$ cat src/rtl/wgt_pkg.sv
// Shared constants, state encoding and helpers for the weight feeder.
package wgt_pkg;

  localparam int unsigned DATA_WID = 16;
  localparam int unsigned SIZE     = 8;
  localparam int unsigned ADDR_WID = 5;
  localparam int unsigned RD_LAT   = 2;
  localparam int unsigned WORD_WID = SIZE * DATA_WID;
  localparam int unsigned KS_WID   = 3;
  localparam int unsigned VN_WID   = 4;
  localparam int unsigned FIFO_D   = RD_LAT + 1;

  localparam logic [KS_WID-1:0] KSIZE_1 = 3'd1;
  localparam logic [KS_WID-1:0] KSIZE_3 = 3'd3;
  localparam logic [KS_WID-1:0] KSIZE_5 = 3'd5;

  typedef enum logic [1:0] {
    ST_IDLE  = 2'd0,
    ST_LOAD  = 2'd1,
    ST_DRAIN = 2'd2,
    ST_DONE  = 2'd3
  } feed_state_e;

  function automatic logic ksize_legal(input logic [KS_WID-1:0] k);
    return (k == KSIZE_1) || (k == KSIZE_3) || (k == KSIZE_5);
  endfunction

  function automatic logic [ADDR_WID-1:0] ksize_sq(input logic [KS_WID-1:0] k);
    return ADDR_WID'(k) * ADDR_WID'(k);
  endfunction

endpackage

$ cat src/rtl/skew_line.sv
// Per-lane delay line of DEPTH registers with a shared hold enable; valid travels with data.
module skew_line #(
  parameter int unsigned DATA_WID = 16,
  parameter int unsigned DEPTH    = 1
) (
  input  logic                clk_i,
  input  logic                rst_i,
  input  logic                en_i,
  input  logic [DATA_WID-1:0] data_i,
  input  logic                valid_i,
  output logic [DATA_WID-1:0] data_o,
  output logic                valid_o
);

  if (DEPTH == 0) begin : g_pass
    logic unused_ok;
    assign unused_ok = ^{clk_i, rst_i, en_i};
    assign data_o    = data_i;
    assign valid_o   = valid_i;
  end else begin : g_dly
    logic [DATA_WID-1:0] data_q [DEPTH];
    logic [DEPTH-1:0]    valid_q;

    always_ff @(posedge clk_i) begin
      if (rst_i) begin
        valid_q <= '0;
        for (int k = 0; k < DEPTH; k++) data_q[k] <= '0;
      end else if (en_i) begin
        data_q[0]  <= data_i;
        valid_q[0] <= valid_i;
        for (int k = 1; k < DEPTH; k++) begin
          data_q[k]  <= data_q[k-1];
          valid_q[k] <= valid_q[k-1];
        end
      end
    end

    assign data_o  = data_q[DEPTH-1];
    assign valid_o = valid_q[DEPTH-1];
  end

endmodule

$ cat src/rtl/wgt_feeder.sv
// Reads the column-ordered kernel buffer and streams it, diagonally skewed, into the array
// with credit-based read issue so the return FIFO can never overflow under back-pressure.
module wgt_feeder
  import wgt_pkg::*;
(
  input  logic                clk_i,
  input  logic                rst_i,
  input  logic                feed_start_i,
  input  logic [KS_WID-1:0]   kernel_size_i,
  input  logic [VN_WID-1:0]   valid_num_i,
  output logic                feed_ready_o,
  output logic                feed_done_o,
  output logic                feed_err_o,
  output logic [ADDR_WID-1:0] buf_rd_addr_o,
  output logic                buf_rd_en_o,
  input  logic [WORD_WID-1:0] buf_rd_data_i,
  input  logic                arr_stall_i,
  output logic [WORD_WID-1:0] arr_wgt_o,
  output logic [SIZE-1:0]     arr_wgt_valid_o
);

  localparam int unsigned PTR_WID = $clog2(FIFO_D);
  localparam int unsigned CNT_WID = $clog2(FIFO_D + 1);
  localparam int unsigned SUM_WID = CNT_WID + 2;

  feed_state_e         state_q, state_d;
  logic [ADDR_WID-1:0] n_words_q, n_words_d;
  logic [ADDR_WID-1:0] issue_q, issue_d;
  logic [VN_WID-1:0]   vnum_q, vnum_d;
  logic [ADDR_WID-1:0] rd_addr_q, rd_addr_d;
  logic                rd_en_q, rd_en_d;
  logic                ready_q, ready_d;
  logic                done_q, done_d;
  logic                err_q, err_d;
  logic [RD_LAT-1:0]   ret_pipe_q, ret_pipe_d;
  logic [WORD_WID-1:0] fifo_mem_q [FIFO_D];
  logic [PTR_WID-1:0]  wr_ptr_q, wr_ptr_d, rd_ptr_q, rd_ptr_d;
  logic [CNT_WID-1:0]  count_q, count_d;
  logic [SIZE-1:0]     tok_q, tok_d;
  logic [WORD_WID-1:0] stage0_data_q, stage0_data_d;
  logic [SIZE-1:0]     stage0_vld_q, stage0_vld_d;

  logic                ret_valid_c, fifo_empty_c, pop_c, push_c, fifo_pop_c, shift_en_c;
  logic                credit_ok_c, drained_c;
  logic [WORD_WID-1:0] pop_data_c;
  logic [SUM_WID-1:0]  inflight_c;

  // Return FIFO with bypass: an empty FIFO hands returning data straight to stage 0.
  always_comb begin
    ret_valid_c  = ret_pipe_q[RD_LAT-1];
    fifo_empty_c = (count_q == '0);
    shift_en_c   = !arr_stall_i;
    pop_c        = shift_en_c && (!fifo_empty_c || ret_valid_c);
    fifo_pop_c   = shift_en_c && !fifo_empty_c;
    push_c       = ret_valid_c && !(fifo_empty_c && shift_en_c);
    pop_data_c   = fifo_empty_c ? buf_rd_data_i : fifo_mem_q[rd_ptr_q];
    count_d      = count_q + CNT_WID'(push_c) - CNT_WID'(fifo_pop_c);
    wr_ptr_d     = wr_ptr_q;
    rd_ptr_d     = rd_ptr_q;
    if (push_c) wr_ptr_d = (wr_ptr_q == PTR_WID'(FIFO_D - 1)) ? '0 : wr_ptr_q + PTR_WID'(1);
    if (fifo_pop_c) rd_ptr_d = (rd_ptr_q == PTR_WID'(FIFO_D - 1)) ? '0 : rd_ptr_q + PTR_WID'(1);
    inflight_c = SUM_WID'(rd_en_q);
    for (int k = 0; k < int'(RD_LAT) - 1; k++) inflight_c = inflight_c + SUM_WID'(ret_pipe_q[k]);
    credit_ok_c = (SUM_WID'(count_d) + inflight_c) < SUM_WID'(FIFO_D);
    ret_pipe_d  = {ret_pipe_q[RD_LAT-2:0], rd_en_q};
    tok_d       = shift_en_c ? {tok_q[SIZE-2:0], pop_c} : tok_q;
    for (int i = 0; i < int'(SIZE); i++) begin
      stage0_vld_d[i] = pop_c && (VN_WID'(i) < vnum_q);
      stage0_data_d[i*DATA_WID +: DATA_WID] =
        stage0_vld_d[i] ? pop_data_c[i*DATA_WID +: DATA_WID] : '0;
    end
  end

  // Control FSM: read issue in LOAD, completion detection in DRAIN.
  always_comb begin
    state_d   = state_q;
    n_words_d = n_words_q;
    issue_d   = issue_q;
    vnum_d    = vnum_q;
    rd_addr_d = rd_addr_q;
    rd_en_d   = 1'b0;
    err_d     = 1'b0;
    drained_c = (ret_pipe_d == '0) && (count_d == '0) && (tok_d == '0);
    unique case (state_q)
      ST_IDLE: begin
        if (feed_start_i) begin
          if (ksize_legal(kernel_size_i) && (valid_num_i != '0) &&
              (valid_num_i <= VN_WID'(SIZE))) begin
            n_words_d = ksize_sq(kernel_size_i);
            vnum_d    = valid_num_i;
            issue_d   = '0;
            state_d   = ST_LOAD;
          end else begin
            err_d = 1'b1;
          end
        end
      end
      ST_LOAD: begin
        if (credit_ok_c) begin
          rd_en_d   = 1'b1;
          rd_addr_d = issue_q;
          issue_d   = issue_q + ADDR_WID'(1);
          if (issue_q == n_words_q - ADDR_WID'(1)) state_d = ST_DRAIN;
        end
      end
      ST_DRAIN: if (drained_c) state_d = ST_DONE;
      ST_DONE:  state_d = ST_IDLE;
      default:  state_d = ST_IDLE;
    endcase
    ready_d = (state_d == ST_IDLE);
    done_d  = (state_d == ST_DONE);
  end

  always_ff @(posedge clk_i) begin
    if (rst_i) begin
      state_q    <= ST_IDLE;
      n_words_q  <= '0;
      issue_q    <= '0;
      vnum_q     <= '0;
      rd_addr_q  <= '0;
      rd_en_q    <= 1'b0;
      ready_q    <= 1'b1;
      done_q     <= 1'b0;
      err_q      <= 1'b0;
      ret_pipe_q <= '0;
      wr_ptr_q   <= '0;
      rd_ptr_q   <= '0;
      count_q    <= '0;
      tok_q      <= '0;
    end else begin
      state_q    <= state_d;
      n_words_q  <= n_words_d;
      issue_q    <= issue_d;
      vnum_q     <= vnum_d;
      rd_addr_q  <= rd_addr_d;
      rd_en_q    <= rd_en_d;
      ready_q    <= ready_d;
      done_q     <= done_d;
      err_q      <= err_d;
      ret_pipe_q <= ret_pipe_d;
      wr_ptr_q   <= wr_ptr_d;
      rd_ptr_q   <= rd_ptr_d;
      count_q    <= count_d;
      tok_q      <= tok_d;
    end
  end

  always_ff @(posedge clk_i) begin
    if (rst_i) begin
      for (int k = 0; k < int'(FIFO_D); k++) fifo_mem_q[k] <= '0;
    end else if (push_c) begin
      fifo_mem_q[wr_ptr_q] <= buf_rd_data_i;
    end
  end

  // Stage 0 is common to all lanes; lane i then adds i more stages.
  always_ff @(posedge clk_i) begin
    if (rst_i) begin
      stage0_data_q <= '0;
      stage0_vld_q  <= '0;
    end else if (shift_en_c) begin
      stage0_data_q <= stage0_data_d;
      stage0_vld_q  <= stage0_vld_d;
    end
  end

  for (genvar g = 0; g < int'(SIZE); g++) begin : g_lane
    skew_line #(
      .DATA_WID (DATA_WID),
      .DEPTH    (g)
    ) u_skew (
      .clk_i   (clk_i),
      .rst_i   (rst_i),
      .en_i    (shift_en_c),
      .data_i  (stage0_data_q[g*DATA_WID +: DATA_WID]),
      .valid_i (stage0_vld_q[g]),
      .data_o  (arr_wgt_o[g*DATA_WID +: DATA_WID]),
      .valid_o (arr_wgt_valid_o[g])
    );
  end

  assign feed_ready_o  = ready_q;
  assign feed_done_o   = done_q;
  assign feed_err_o    = err_q;
  assign buf_rd_addr_o = rd_addr_q;
  assign buf_rd_en_o   = rd_en_q;

endmodule

$ cat config.mk
export PLATFORM = sky130hd
export DESIGN_NAME = wgt_feeder
export DESIGN_NICKNAME = d
export VERILOG_FILES = /design/src/rtl/wgt_pkg.sv /design/src/rtl/skew_line.sv /design/src/rtl/wgt_feeder.sv
export SDC_FILE = /design/constraint.sdc
export NUM_CORES = 1
export LEC_CHECK = 0
export ABC_CLOCK_PERIOD_IN_PS = 12300
export BUFFER_PORTS_ARGS = -buffer_cell sky130_fd_sc_hd__buf_2
export CELL_PAD_IN_SITES_DETAIL_PLACEMENT = 0
export CELL_PAD_IN_SITES_GLOBAL_PLACEMENT = 1
export CORE_MARGIN = 4
export CORE_UTILIZATION = 51
export CTS_CLUSTER_SIZE = 16
export DETAILED_ROUTE_END_ITERATION = 16
export HOLD_SLACK_MARGIN = 0.06
export PLACE_DENSITY = 0.78
export RECOVER_POWER = 50
export SLEW_MARGIN = 25
export SYNTH_ARGS = -nofsm -noshare
export SYNTH_HDL_FRONTEND = slang
export SYNTH_SLANG_ARGS = --single-unit
$ cat constraint.sdc
create_clock -name clk_i -period 12.3 [get_ports clk_i]
set_input_delay 0.615 -clock clk_i [delete_from_list [all_inputs] [get_ports clk_i]]
set_output_delay 0.615 -clock clk_i [all_outputs]
set_load 0.02 [all_outputs]
## Word-level counts from Yosys, hierarchy flattened

Memory sizes are Yosys's and may differ from the RTL's. A register that Yosys moved wholly into a read port is not among the register bits.
Cells that the tools add are included.

- Equal/unequal tests: 13
- Order comparisons: 10
- Bitwise gates (word level): 30
- $mul: 1
- Multiplexer cells: 66
- Add/sub/neg operators: 8
- Reductions and logical operators: 37

Operators with widths:

| operator | count |
|---|---|
| 2-to-1 mux 16 bit | 36 |
| 2-to-1 mux 128 bit | 2 |
| OR reduction 128 bit | 1 |
| bitwise OR 1 bit | 27 |
| 2-to-1 mux 2 bit | 10 |
| logical AND 1 bit | 16 |
| < comparator 3 x 4 -> 1 bit (first input constant) | 4 |
| OR reduction 16 bit | 1 |
| 2-to-1 mux 5 bit | 3 |
| 2-to-1 mux 1 bit | 12 |
| equality test 2 bit (second input constant) | 5 |
| logical NOT 2 bit | 5 |
| case mux 5 bit (2 select lines) | 1 |
| logical NOT 8 bit | 1 |
| < comparator 1 x 4 -> 1 bit (first input constant) | 2 |
| < comparator 2 x 4 -> 1 bit (first input constant) | 2 |
| 2-to-1 mux 8 bit | 1 |
| case mux 2 bit (4 select lines) | 1 |
| inequality test 2 bit (second input constant) | 3 |
| adder 5 x 1 -> 5 bit (second input constant) | 1 |
| equality test 5 bit | 1 |
| multiplier 3 x 3 -> 5 bit | 1 |
| subtractor 5 x 1 -> 5 bit (second input constant) | 1 |
| adder 2 x 1 -> 2 bit (second input constant) | 2 |
| 20 further kinds | 26 |

- Output and inout port bits: 145
- Memory bits (writable): 832
- Word-level logic and storage cells: 196
- Memories kept: 8
- Input bits: 139
- Register bits: 205

Memory list:

| memory | words | width | read ports | clocked after Yosys merged registers in | wr ports | RTL line | RTL |
|---|---|---|---|---|---|---|---|
| fifo_mem_q | 3 | 128 | 1 | 1 | 3 | wgt_feeder.sv:36 | `logic [WORD_WID-1:0] fifo_mem_q [FIFO_D];` |
| g_lane[7].u_skew.g_dly.data_q | 7 | 16 | 7 | 0 | 7 | skew_line.sv:21 | `logic [DATA_WID-1:0] data_q [DEPTH];` |
| g_lane[6].u_skew.g_dly.data_q | 6 | 16 | 6 | 0 | 6 | skew_line.sv:21 |  |
| g_lane[5].u_skew.g_dly.data_q | 5 | 16 | 5 | 0 | 5 | skew_line.sv:21 |  |
| g_lane[4].u_skew.g_dly.data_q | 4 | 16 | 4 | 0 | 4 | skew_line.sv:21 |  |
| g_lane[3].u_skew.g_dly.data_q | 3 | 16 | 3 | 0 | 3 | skew_line.sv:21 |  |
| 2 more memories | - | - | - | - | - | - |  |

## Logic depth before layout (Yosys ltp)

Gate-level depths: netlist of the first run.

- Depth after elaboration: 12
- Mapped depth: 15
- Depth with buffers taken out: 13

## By module

A second synthesis of the first run with hierarchy kept.

- Cells, all modules: 3,063
- Area, all modules: 47,204.0 µm²

By module, submodules not included:

| module | area each (µm²) | cells an instance | sequential area each (µm²) | times used |
|---|---|---|---|---|
| wgt_feeder | 28,478.6 | 1,905 | 18,938.2 | 1 |
| skew_line at g_lane[7].u_skew | 4,534.3 | 276 | 3,503.4 | 1 |
| skew_line at g_lane[6].u_skew | 3,912.5 | 239 | 3,002.9 | 1 |
| skew_line at g_lane[5].u_skew | 3,324.4 | 203 | 2,502.4 | 1 |
| skew_line at g_lane[4].u_skew | 2,683.8 | 166 | 2,001.9 | 1 |
| skew_line at g_lane[3].u_skew | 2,053.2 | 128 | 1,501.4 | 1 |
| skew_line at g_lane[2].u_skew | 1,428.9 | 91 | 1,001.0 | 1 |
| skew_line at g_lane[1].u_skew | 660.6 | 38 | 500.5 | 1 |
| skew_line at g_lane[0].u_skew | 127.6 | 17 | 0.0 | 1 |

## Worst setup path before layout of the first run

OpenSTA, ideal clock, no wires.

- Kind: input to register
- Start point: in rst_i
- End point: mem g_lane[1].u_skew.g_dly.data_q[0][0] (enable)
- Buffers on the path: 3
- Stages: 5
- Arrival time: 10.000 ns
- Path slack: 1.507 ns
- Setup time: 0.793 ns
- Path through: clkbuf_1 nor2b_1 clkbuf_1 clkbuf_1 inv_1

- Longest elaborated chain between the ends: 4
- Elaborated cells between the ends (all ways): 6
- Classes of those cells: mux: 5; reduce/logical: 1

RTL lines:

| what | RTL line | RTL |
|---|---|---|
| from (decl) | wgt_feeder.sv:7 | `input logic rst_i,` |
| 2-to-1 mux 1 bit | skew_line.sv:25 | `if (rst_i) begin` |
| 2-to-1 mux 1 bit (implied by the code) | skew_line.sv:29 | `data_q[0] <= data_i;` |
| OR reduction 16 bit (no source line) | - |  |
| 2-to-1 mux 1 bit (no source line) (*) | - |  |
| to (decl) | skew_line.sv:21 |  |

Mark *: on every way between the ends. The rest lies on a longest branch, timed or not.

==> results of run 1 <==
==> registers in the layout (all words and copies together) (netlist names), 2 cells and up, named ones only <==
name / cells
buf_rd_addr_o: 5
count_q: 2
fifo_mem_q: 512
g_lane.u_skew.g_dly.data_q: 448
g_lane.u_skew.g_dly.valid_q: 27
issue_q: 5
n_words_q: 4
rd_ptr_q: 2
ret_pipe_q: 2
stage0_data_q: 128
stage0_vld_q: 8
state_q: 2
tok_q: 8
vnum_q: 4
wr_ptr_q: 2
==> cell families (layout without fill, tap and decap cells) <==
kind of cell	after synthesis	count (layout)	share of synthesized area [%]
adders and majority gates	7	7	0.206
DFF	1166	1166	71.2
AOI/OAI and AO/OA	172	172	2.05
and+or+nand+nor	1096	1096	13.7
muxes	293	293	9.80
xor gates and xnor gates	11	11	0.208
buffers and inverters	253	549	2.79
other	0	16	0
==> layout by cell type (no fill, tap or decap), types with 4 or more instances in the layout <==
master / n
edfxtp_1: 960
and2_1: 516
clkbuf_1: 314
and2_0: 303
dfxtp_1: 204
mux2i_1: 165
nand2_1: 164
o21ai_0: 130
mux4_2: 128
clkbuf_16: 118
nor2_1: 52
clkinv_2: 29
nor2b_1: 22
a21oi_1: 19
clkbuf_8: 18
diode_2: 16
buf_4: 15
clkinv_1: 11
buf_2: 10
xnor2_1: 9
buf_6: 8
ha_1: 6
inv_1: 5
nor3b_1: 5
nand3_1: 5
or2_4: 4
and3_1: 4
buf_16: 4
==> through the flow <==
stage / instances / util [%]
after detailed placement: 4245 / 53.6
after global routing: 4478 / 57.5
after CTS: 4465 / 57.7
after floorplan: 2998 / -
final: 4486 / 57.5
after global placement: 4244 / 53.6
==> cell type report <==
type / instances / area, um^2 / share of cell area [%]
clock inverter: 52 / 373 / 0.720
inverter: 6 / 30.0 / 0.0580
multi-input combinational: 1579 / 12100 / 23.3
timing repair buffer: 323 / 1490 / 2.87
clock buffer: 168 / 3320 / 6.42
antenna: 16 / 40.0 / 0.0773
sequential: 1166 / 33000 / 63.7
tap: 1176 / 1470 / 2.84
==> worst reg2reg max path: cells and delay by family (launching register included) <==
family / cells / cell delay [ps]
buf+inv: 2 / 4060
compound gates: 1 / 520
simple gates: 2 / 900
flops: 1 / 370
==> power by group <==
part	switching (W)	total [W]	internal (W)
Combinational	0.000587	0.00101	0.000419
Sequential	0.0000426	0.00445	0.00441
Clock	0.00144	0.00338	0.00194
==> per-layer routing <==
layer  vias up  wire (um)  global-route usage (%)
met4        18       1930                    6.11
met3       132       6520                    4.68
met1     11620      39100                    26.3
li1      11104          -                       -
met5         -        102                       0
met2       574      43900                    31.0
==> how the worst max path moves through the flow <==
stage / from / endpoint / cells after the start
global route: rst_i / stage0_data_q[0] / 7
CTS: count_q[1] / fifo_mem_q[0][89] / 7
detailed placement: rst_i / g_lane[5].u_skew.g_dly.data_q[0][58] / 7
finish: rst_i / stage0_data_q[2] / 7
global placement: rst_i / g_lane[5].u_skew.g_dly.data_q[0][52] / 7
floorplan: rst_i / g_lane[1].u_skew.g_dly.data_q[0][0] / 5
==> impl_metrics.csv, run 1 <==
group,metric,value,unit
sta,tightest_slew,4560,ps
routing,firstDrtPassIters,5,
power,power,0.00884,W
routing,wl,91.6,mm
sta,skew,16.4,ps
worst_setup_path,reg2reg_from,"count_q[1]",
yosys,syn_inst,2998,
power,ir_worst_vdd,0.000129,V
routing,drtAntennaViolNets,0,
sta,rsz0062_at_grt,"no",
yosys,syn-num-nets,3144,
floorplan,die_x,309,um
sta,period_needed,7730,ps
power,power_density,171,mW/mm^2
yosys,synth-edff-count,960,
yosys,yosys-top-cells-area,"edfxtp_1 62%, and2_1 11%, dfxtp_1 8.9%, mux4_2 6.2%, mux2i_1 3.6%",
clocking,cts_resized,0,
min_path,hold_end,"fifo_mem_q[3][7]",
sta,fin_tns_setup,0,ps
worst_setup_path,worstPathCellList,"buf_2 -> clkbuf_1 -> nor2b_4 -> clkbuf_1 -> clkbuf_1 -> nand2_1 -> o21ai_0",
worst_setup_path,crit_type,"primary input to flip-flop",
run_status,failed_checks,"capacitance limit, slew limit",
sta,hold_violations,0,
clocking,clkLatencyLatePin,690,ps
place,hpwl,52.6,mm
sta,hold_slack,198,ps
sta,period_share,62.8,%
worst_setup_path,worstSetupEndpointType,"flip-flop",
worst_setup_path,crit_path_start_kind,"primary input",
clocking,cts_buffer_depth,3,
clocking,h-tree-depth,3,
floorplan,design.die.area,0.0956,mm^2
worst_setup_path,worst-r2r-cell-count,5,
yosys,yosys-top-cells-count,"960 x edfxtp_1, 819 x and2_1, 206 x dfxtp_1",
routing,num_vias,23448,
min_path,hp-start,"buf_rd_data_i[7]",
yosys,yosys_warnings,0,
yosys,ys_types,55,
clocking,path_clk_slew,60,ps
yosys,synth_top_area_share,62.3,%
sta,setup_viol,0,
sta,slew_violations,573,
worst_setup_path,regToRegEndpoint,"fifo_mem_q[3][22]",
clocking,tritoncts,"done",
clocking,cts_setup_buffers,0,
yosys,ys.flop_type,"edfxtp_1",
worst_setup_path,cpMostUsedCell,"clkbuf_1",
min_path,hold_depth,1,
worst_setup_path,max_stage_delay,3070,ps
worst_setup_path,setup.reg_to_reg.worst_slack,6050,ps
global_routing,grt_max_degree,337,
worst_setup_path,crit_fanout,81,
power,p_leak,18.3,nW
yosys,synth_area,0.0463,mm^2
place,place_ws,7550,ps
worst_setup_path,cpMaxStageDelayCell,"clkbuf_1",
layout,finalInstanceArea,0.0518,mm^2
layout,syn2layout_area_growth,11.9,%
worst_setup_path,cp.required,12900,ps
yosys,yosysSeqAreaShare,71.2,%
run,drv_cap,10,
yosys,synth.most_common_cell,"edfxtp_1",
yosys,synth_largest_area_cell,"edfxtp_1",
layout,fin_nets,3338,
routing,drc_errors,0,
floorplan,placementRows,110,
worst_setup_path,crit_buf_inv,4,
min_path,hold_path.class,"primary input to flip-flop",
floorplan,start_util,51.4,%
routing,via_per_inst,5.23,
place,place_area,0.0483,mm^2
sta,max_freq,129,MHz
global_routing,grt_pass1_vias,23889,
global_routing,grt_usage,19.3,%
clocking,cts_root_buffer,"clkbuf_16",
clocking,cts_buffers,116,
worst_setup_path,critPathTopFamily,"buffers and inverters",
floorplan,ioPinCount,284,
sta,slew_headroom,-204,%
routing,drtIter0Drc,1771,
routing,wl_per_cell,20.4,um
global_routing,grt_overflow,0,
sta,setup_slack,4570,ps
yosys,ys_async_sr_fraction,0,%
layout,nFillCells,7133,
floorplan,core_area,0.0900,mm^2
yosys,syn_area_per_cell,15.4,um^2
place,gp_congestion,0.771,
clocking,holdBufCountCts,0,
global_routing,grt_pass1_wl,141,mm
run_status,status,"finished with violations",
layout,drive_gt1_share,11.2,%
floorplan,die_h,309,um
yosys,ys_ff_latch,1166,
worst_setup_path,cp.arrival,8330,ps
global_routing,antenna_found_initial,28,
clocking,clock_sinks,1166,
place,portBuffers,283,
Power figures use the tool's default switching activity.
==> run 2: changes to the inputs <==
--- a/config.mk
+++ b/config.mk
@@ -5,7 +5,7 @@
 export SDC_FILE = /design/constraint.sdc
 export NUM_CORES = 1
 export LEC_CHECK = 0
-export ABC_CLOCK_PERIOD_IN_PS = 12300
+export ABC_CLOCK_PERIOD_IN_PS = 7150
 export BUFFER_PORTS_ARGS = -buffer_cell sky130_fd_sc_hd__buf_2
 export CELL_PAD_IN_SITES_DETAIL_PLACEMENT = 0
 export CELL_PAD_IN_SITES_GLOBAL_PLACEMENT = 1
==> constraint.sdc (replaced) <==
create_clock -name clk_i -period 7.15 [get_ports clk_i]
set_input_delay 0.3575 -clock clk_i [delete_from_list [all_inputs] [get_ports clk_i]]
set_output_delay 0.3575 -clock clk_i [all_outputs]
set_load 0.02 [all_outputs]
==> impl_metrics.csv, run 2 (synthesis results as in run 1) <==
group,metric,value,unit
power,power_density,292,mW/mm^2
worst_setup_path,cp.required,7450,ps
floorplan,die_h,309,um
worst_setup_path,worstSetupEndpointType,"flip-flop",
place,hpwl,54.8,mm
place,portBuffers,283,
routing,firstDrtPassIters,5,
clocking,tritoncts,"done",
layout,layout_common_cells,"960 x edfxtp_1, 627 x and2_1, 321 x clkbuf_1",
sta,period_needed,5430,ps
layout,reg_top3,"fifo_mem_q: 512 flops, g_lane.u_skew.g_dly.data_q: 448 flops, stage0_data_q: 128 flops",
global_routing,grt_usage,19.9,%
sta,rsz0062_at_grt,"no",
routing,drtAntennaViolNets,0,
floorplan,core_area,0.0900,mm^2
min_path,hold_path.class,"primary input to flip-flop",
routing,wl,95.3,mm
routing,m1WireLength,43.2,mm
floorplan,ioPinCount,284,
worst_setup_path,crit_fanout,51,
floorplan,design.die.area,0.0956,mm^2
layout,fin_nets,3467,
global_routing,grt_pass1_wl,148,mm
run_status,failed_checks,"capacitance limit, slew limit",
worst_setup_path,crit_type,"flip-flop to flip-flop",
run_status,status,"finished with violations",
clocking,cts_setup_buffers,0,
routing,num_vias,24116,
clocking,cts_root_buffer,"clkbuf_16",
global_routing,antenna_found_initial,19,
routing,wl_met3,5.42,mm
layout,syn2layout_area_growth,14.8,%
layout,final_common_cell,"edfxtp_1",
floorplan,placementRows,110,
worst_setup_path,setup.reg_to_reg.worst_slack,1720,ps
sta,tightest_slew,2450,ps
layout,top_register,"fifo_mem_q",
worst_setup_path,cp.arrival,5720,ps
sta,setup_viol,0,
layout,drive_gt1_share,10.4,%
worst_setup_path,crit_path_start_kind,"flip-flop",
power,ir_worst_vdd,0.000221,V
layout,largest_register_ffs,512,
clocking,cts_buffer_depth,3,
sta,max_freq,184,MHz
routing,via_per_inst,5.23,
power,power,0.0155,W
sta,fin_tns_setup,0,ps
routing,drc_errors,0,
sta,slew_headroom,-63.5,%
global_routing,grt_max_degree,330,
routing,drtIter0Drc,2019,
power,p_leak,18.9,nW
floorplan,start_util,51.4,%
global_routing,grt_overflow,0,
clocking,path_clk_slew,60,ps
sta,hold_violations,0,
place,gp_congestion,0.796,
global_routing,grt_pass1_vias,24923,
routing,dr_wl_met2,44.9,mm
sta,slew_violations,443,
clocking,clkLatencyLatePin,680,ps
routing,wl_per_cell,20.7,um
floorplan,die_x,309,um
run,drv_cap,8,
clocking,cts_buffers,117,
sta,skew,23.0,ps
clocking,h-tree-depth,3,
routing,routed.top_layer,"met5",
sta,period_share,75.9,%
clocking,clock_sinks,1166,
[run 2: changes by cell type in the layout (fill, tap and decap cells not counted), moves of 6 or more]
| cell | delta |
|---|---|
| dlygate4sd3_1 | +132 |
| and2_0 | -111 |
| clkbuf_8 | +7 |
| and2_1 | +111 |
| buf_6 | -6 |
| clkbuf_1 | +7 |
| clkinv_2 | -21 |
| buf_4 | +6 |
[run 2: what timing repair did]
| action | CTS | global route |
|---|---|---|
| resized for setup | 0 | 0 |
| endpoints found under the hold margin | 630 | 0 |
| hold buffers | 132 | 0 |
[run 2: cell type report]
| cell class | count | area (um^2) |
|---|---|---|
| sequential | 1166 | 33000 |
| inverter | 6 | 23.8 |
| clock buffer | 186 | 3500 |
| timing repair buffer | 451 | 2720 |
| fill | 6974 | 36900 |
| clock inverter | 34 | 378 |
| antenna | 11 | 27.5 |
| tap | 1176 | 1470 |
| multi-input combinational | 1579 | 12100 |
[run 2: per-stage QoR]
step | instances | hold slack (ps) | cell area (um^2) | util (%) | worst slack, ps
2_1_floorplan | 2998 | 416 | 46300 | - | -877
4_1_cts | 4596 | 62.3 | 53500 | 59.4 | 2950
6_report | 4609 | 115 | 53100 | 59.0 | 1720
5_1_grt | 4602 | 107 | 53100 | 59.0 | 1400
3_5_place_dp | 4244 | 435 | 48300 | 53.6 | 2970
3_3_place_gp | 4244 | 426 | 48300 | 53.6 | 2970
[run 2: critical path: stages, from the launching register on]
cell      delay, ps
dfxtp_1         370
or2_4           750
o211ai_2        370
nor3b_4         260
clkbuf_1       1660
or2_4           840
buf_4           750
[run 2: final timing paths]
kind / start / to / cells after the start
max: count_q[1] / fifo_mem_q[2][19] / 6
min: feed_start_i / state_q[0] / 5
max reg2reg: count_q[1] / fifo_mem_q[2][19] / 6
min reg2reg: stage0_vld_q[0] / stage0_vld_q[0] / 2
[run 2: report_power, final]
group	leakage (nW)	switching [W]	total, W	internal [W]
sequential	11.8	0.000127	0.00771	0.00759
combinational	5.29	0.000945	0.00170	0.000759
clock	1.90	0.00245	0.00608	0.00362
[run 2: layer usage]
layer	GRT usage (%)	vias up
met4	4.53	10
met3	3.65	146
li1	-	11338
met2	32.3	603
met5	0	-
met1	28.7	12019
==> run 3: changes to the inputs <==
--- a/config.mk
+++ b/config.mk
@@ -5,7 +5,7 @@
 export SDC_FILE = /design/constraint.sdc
 export NUM_CORES = 1
 export LEC_CHECK = 0
-export ABC_CLOCK_PERIOD_IN_PS = 7150
+export ABC_CLOCK_PERIOD_IN_PS = 5050
 export BUFFER_PORTS_ARGS = -buffer_cell sky130_fd_sc_hd__buf_2
 export CELL_PAD_IN_SITES_DETAIL_PLACEMENT = 0
 export CELL_PAD_IN_SITES_GLOBAL_PLACEMENT = 1
==> constraint.sdc (replaced) <==
create_clock -name clk_i -period 5.05 [get_ports clk_i]
set_input_delay 0.2525 -clock clk_i [delete_from_list [all_inputs] [get_ports clk_i]]
set_output_delay 0.2525 -clock clk_i [all_outputs]
set_load 0.02 [all_outputs]
==> impl_metrics.csv, run 3 (synthesis results as in run 1) <==
group,metric,value,unit
run_status,status,"finished with violations",
run_status,failed_checks,"capacitance limit, slew limit",
layout,fin_nets,3474,
power,ir_worst_vdd,0.000321,V
routing,via_per_inst,5.27,
worst_setup_path,cp.arrival,4710,ps
sta,period_needed,4180,ps
min_path,hold_path.class,"primary input to flip-flop",
worst_setup_path,worstSetupEndpointType,"flip-flop",
layout,multi_input_comb_area,0.0121,mm^2
sta,setup_viol,0,
global_routing,antenna_found_initial,19,
layout,final_cells,4618,
place,place_inst,4247,
clocking,path_clk_slew,60,ps
global_routing,grt_pass1_vias,24812,
routing,drc_errors,0,
floorplan,core_area,0.0900,mm^2
sta,slew_violations,435,
layout,seq_area,0.0330,mm^2
clocking,cts_buffers,116,
floorplan,start_util,51.4,%
power,power_density,412,mW/mm^2
routing,drtIter0Drc,1919,
layout,largest_register_ffs,512,
power,p_leak,18.9,nW
floorplan,ioPinCount,284,
clocking,tritoncts,"done",
layout,top_register,"fifo_mem_q",
layout,layout_common_cells,"960 x edfxtp_1, 606 x and2_1, 312 x clkbuf_1",
global_routing,grt_usage,20.2,%
run,drv_cap,8,
worst_setup_path,crit_fanout,80,
sta,period_share,82.8,%
worst_setup_path,cp.required,5580,ps
worst_setup_path,cp-startpoint,"arr_stall_i",
layout,nFillCells,7042,
min_path,hold_depth,6,
global_routing,grt_overflow,0,
layout,reg_top3,"fifo_mem_q: 512 flops, g_lane.u_skew.g_dly.data_q: 448 flops, stage0_data_q: 128 flops",
layout,syn2layout_area_growth,14.9,%
clocking,h-tree-depth,3,
sta,slew_headroom,-58.7,%
global_routing,grt_pass1_wl,149,mm
routing,firstDrtPassIters,5,
place,hpwl,54.7,mm
sta,rsz0062_at_grt,"no",
place,gp_congestion,0.765,
sta,tightest_slew,2380,ps
layout,drive_gt1_share,10.4,%
worst_setup_path,crit_type,"primary input to flip-flop",
floorplan,design.die.area,0.0956,mm^2
layout,final_util,59.0,%
clocking,cts_root_buffer,"clkbuf_16",
clocking,clock_sinks,1166,
sta,hold_violations,0,
routing,drtAntennaViolNets,0,
routing,wl_per_cell,20.9,um
floorplan,die_h,309,um
worst_setup_path,worst-r2r-cell-count,6,
place,portBuffers,283,
global_routing,grt_max_degree,337,
layout,final_common_cell,"edfxtp_1",
worst_setup_path,reg2reg_from,"count_q[1]",
routing,num_vias,24358,
clocking,clkLatencyLatePin,680,ps
floorplan,die_x,309,um
sta,skew,25.7,ps
floorplan,placementRows,110,
routing,wl,96.4,mm
clocking,cts_buffer_depth,3,
sta,max_freq,239,MHz
worst_setup_path,crit_path_start_kind,"primary input",
min_path,hp-start,"kernel_size_i[2]",
==> run 3: critical path: stages <==
cell and delay, ps:
dlygate4sd3_1 530, clkbuf_1 720, o211ai_1 580, nor3b_4 330, clkbuf_2 1000, buf_4 910, and2_1 240
==> run 3: stage by stage <==
stage	hold slack [ps]	TNS, ps	power, W	setup slack, ps	area, um^2
after floorplan	351	-1286770	0.0129	-2870	46300
after global placement	426	0	0.0135	1570	48400
after CTS	88.1	0	0.0221	1490	53500
after global routing	177	0	0.0227	649	53100
final	139	0	0.0219	869	53100
after detailed placement	435	0	0.0136	1490	48400
==> run 3: where the power goes <==
group | internal, W | switching, W | total (W)
Combinational | 0.00112 | 0.00138 | 0.00250
Sequential | 0.0107 | 0.000180 | 0.0109
Clock | 0.00493 | 0.00356 | 0.00848
Total | 0.0168 | 0.00512 | 0.0219
==> run 3: worst paths after layout <==
check / endpoint / slack, ps
hold reg to reg: stage0_data_q[41] / 440
setup / recovery: fifo_mem_q[2][19] / 870
setup reg to reg: stage0_data_q[6] / 970
hold / removal: n_words_q[4] / 140
==> run 3: timing repair <==
action / CTS / global route
setup buffers: 0 / 0
hold buffers: 136 / 0
gates resized for setup: 0 / 0
endpoints found under the hold margin: 660 / 0
==> run 3: layer usage <==
layer  vias up  part of all wire (%)  GRT usage, %
met5         -                 0.072             0
met4        10                   1.7          4.70
met3       140                   6.3          3.95
met2       724                    47          32.6
met1     12106                    44          28.9
li1      11378                     -             -
==> run 3: area by class of cell <==
cell class	instances	area share, %
diodes	15	0.0706
clock buffers	162	6.07
clock inverters	55	1.09
inverters	6	0.0494
multi-input cells	1579	22.7
flip-flops and latches	1166	62.0
well taps	1176	2.77
repair buffers	459	5.26
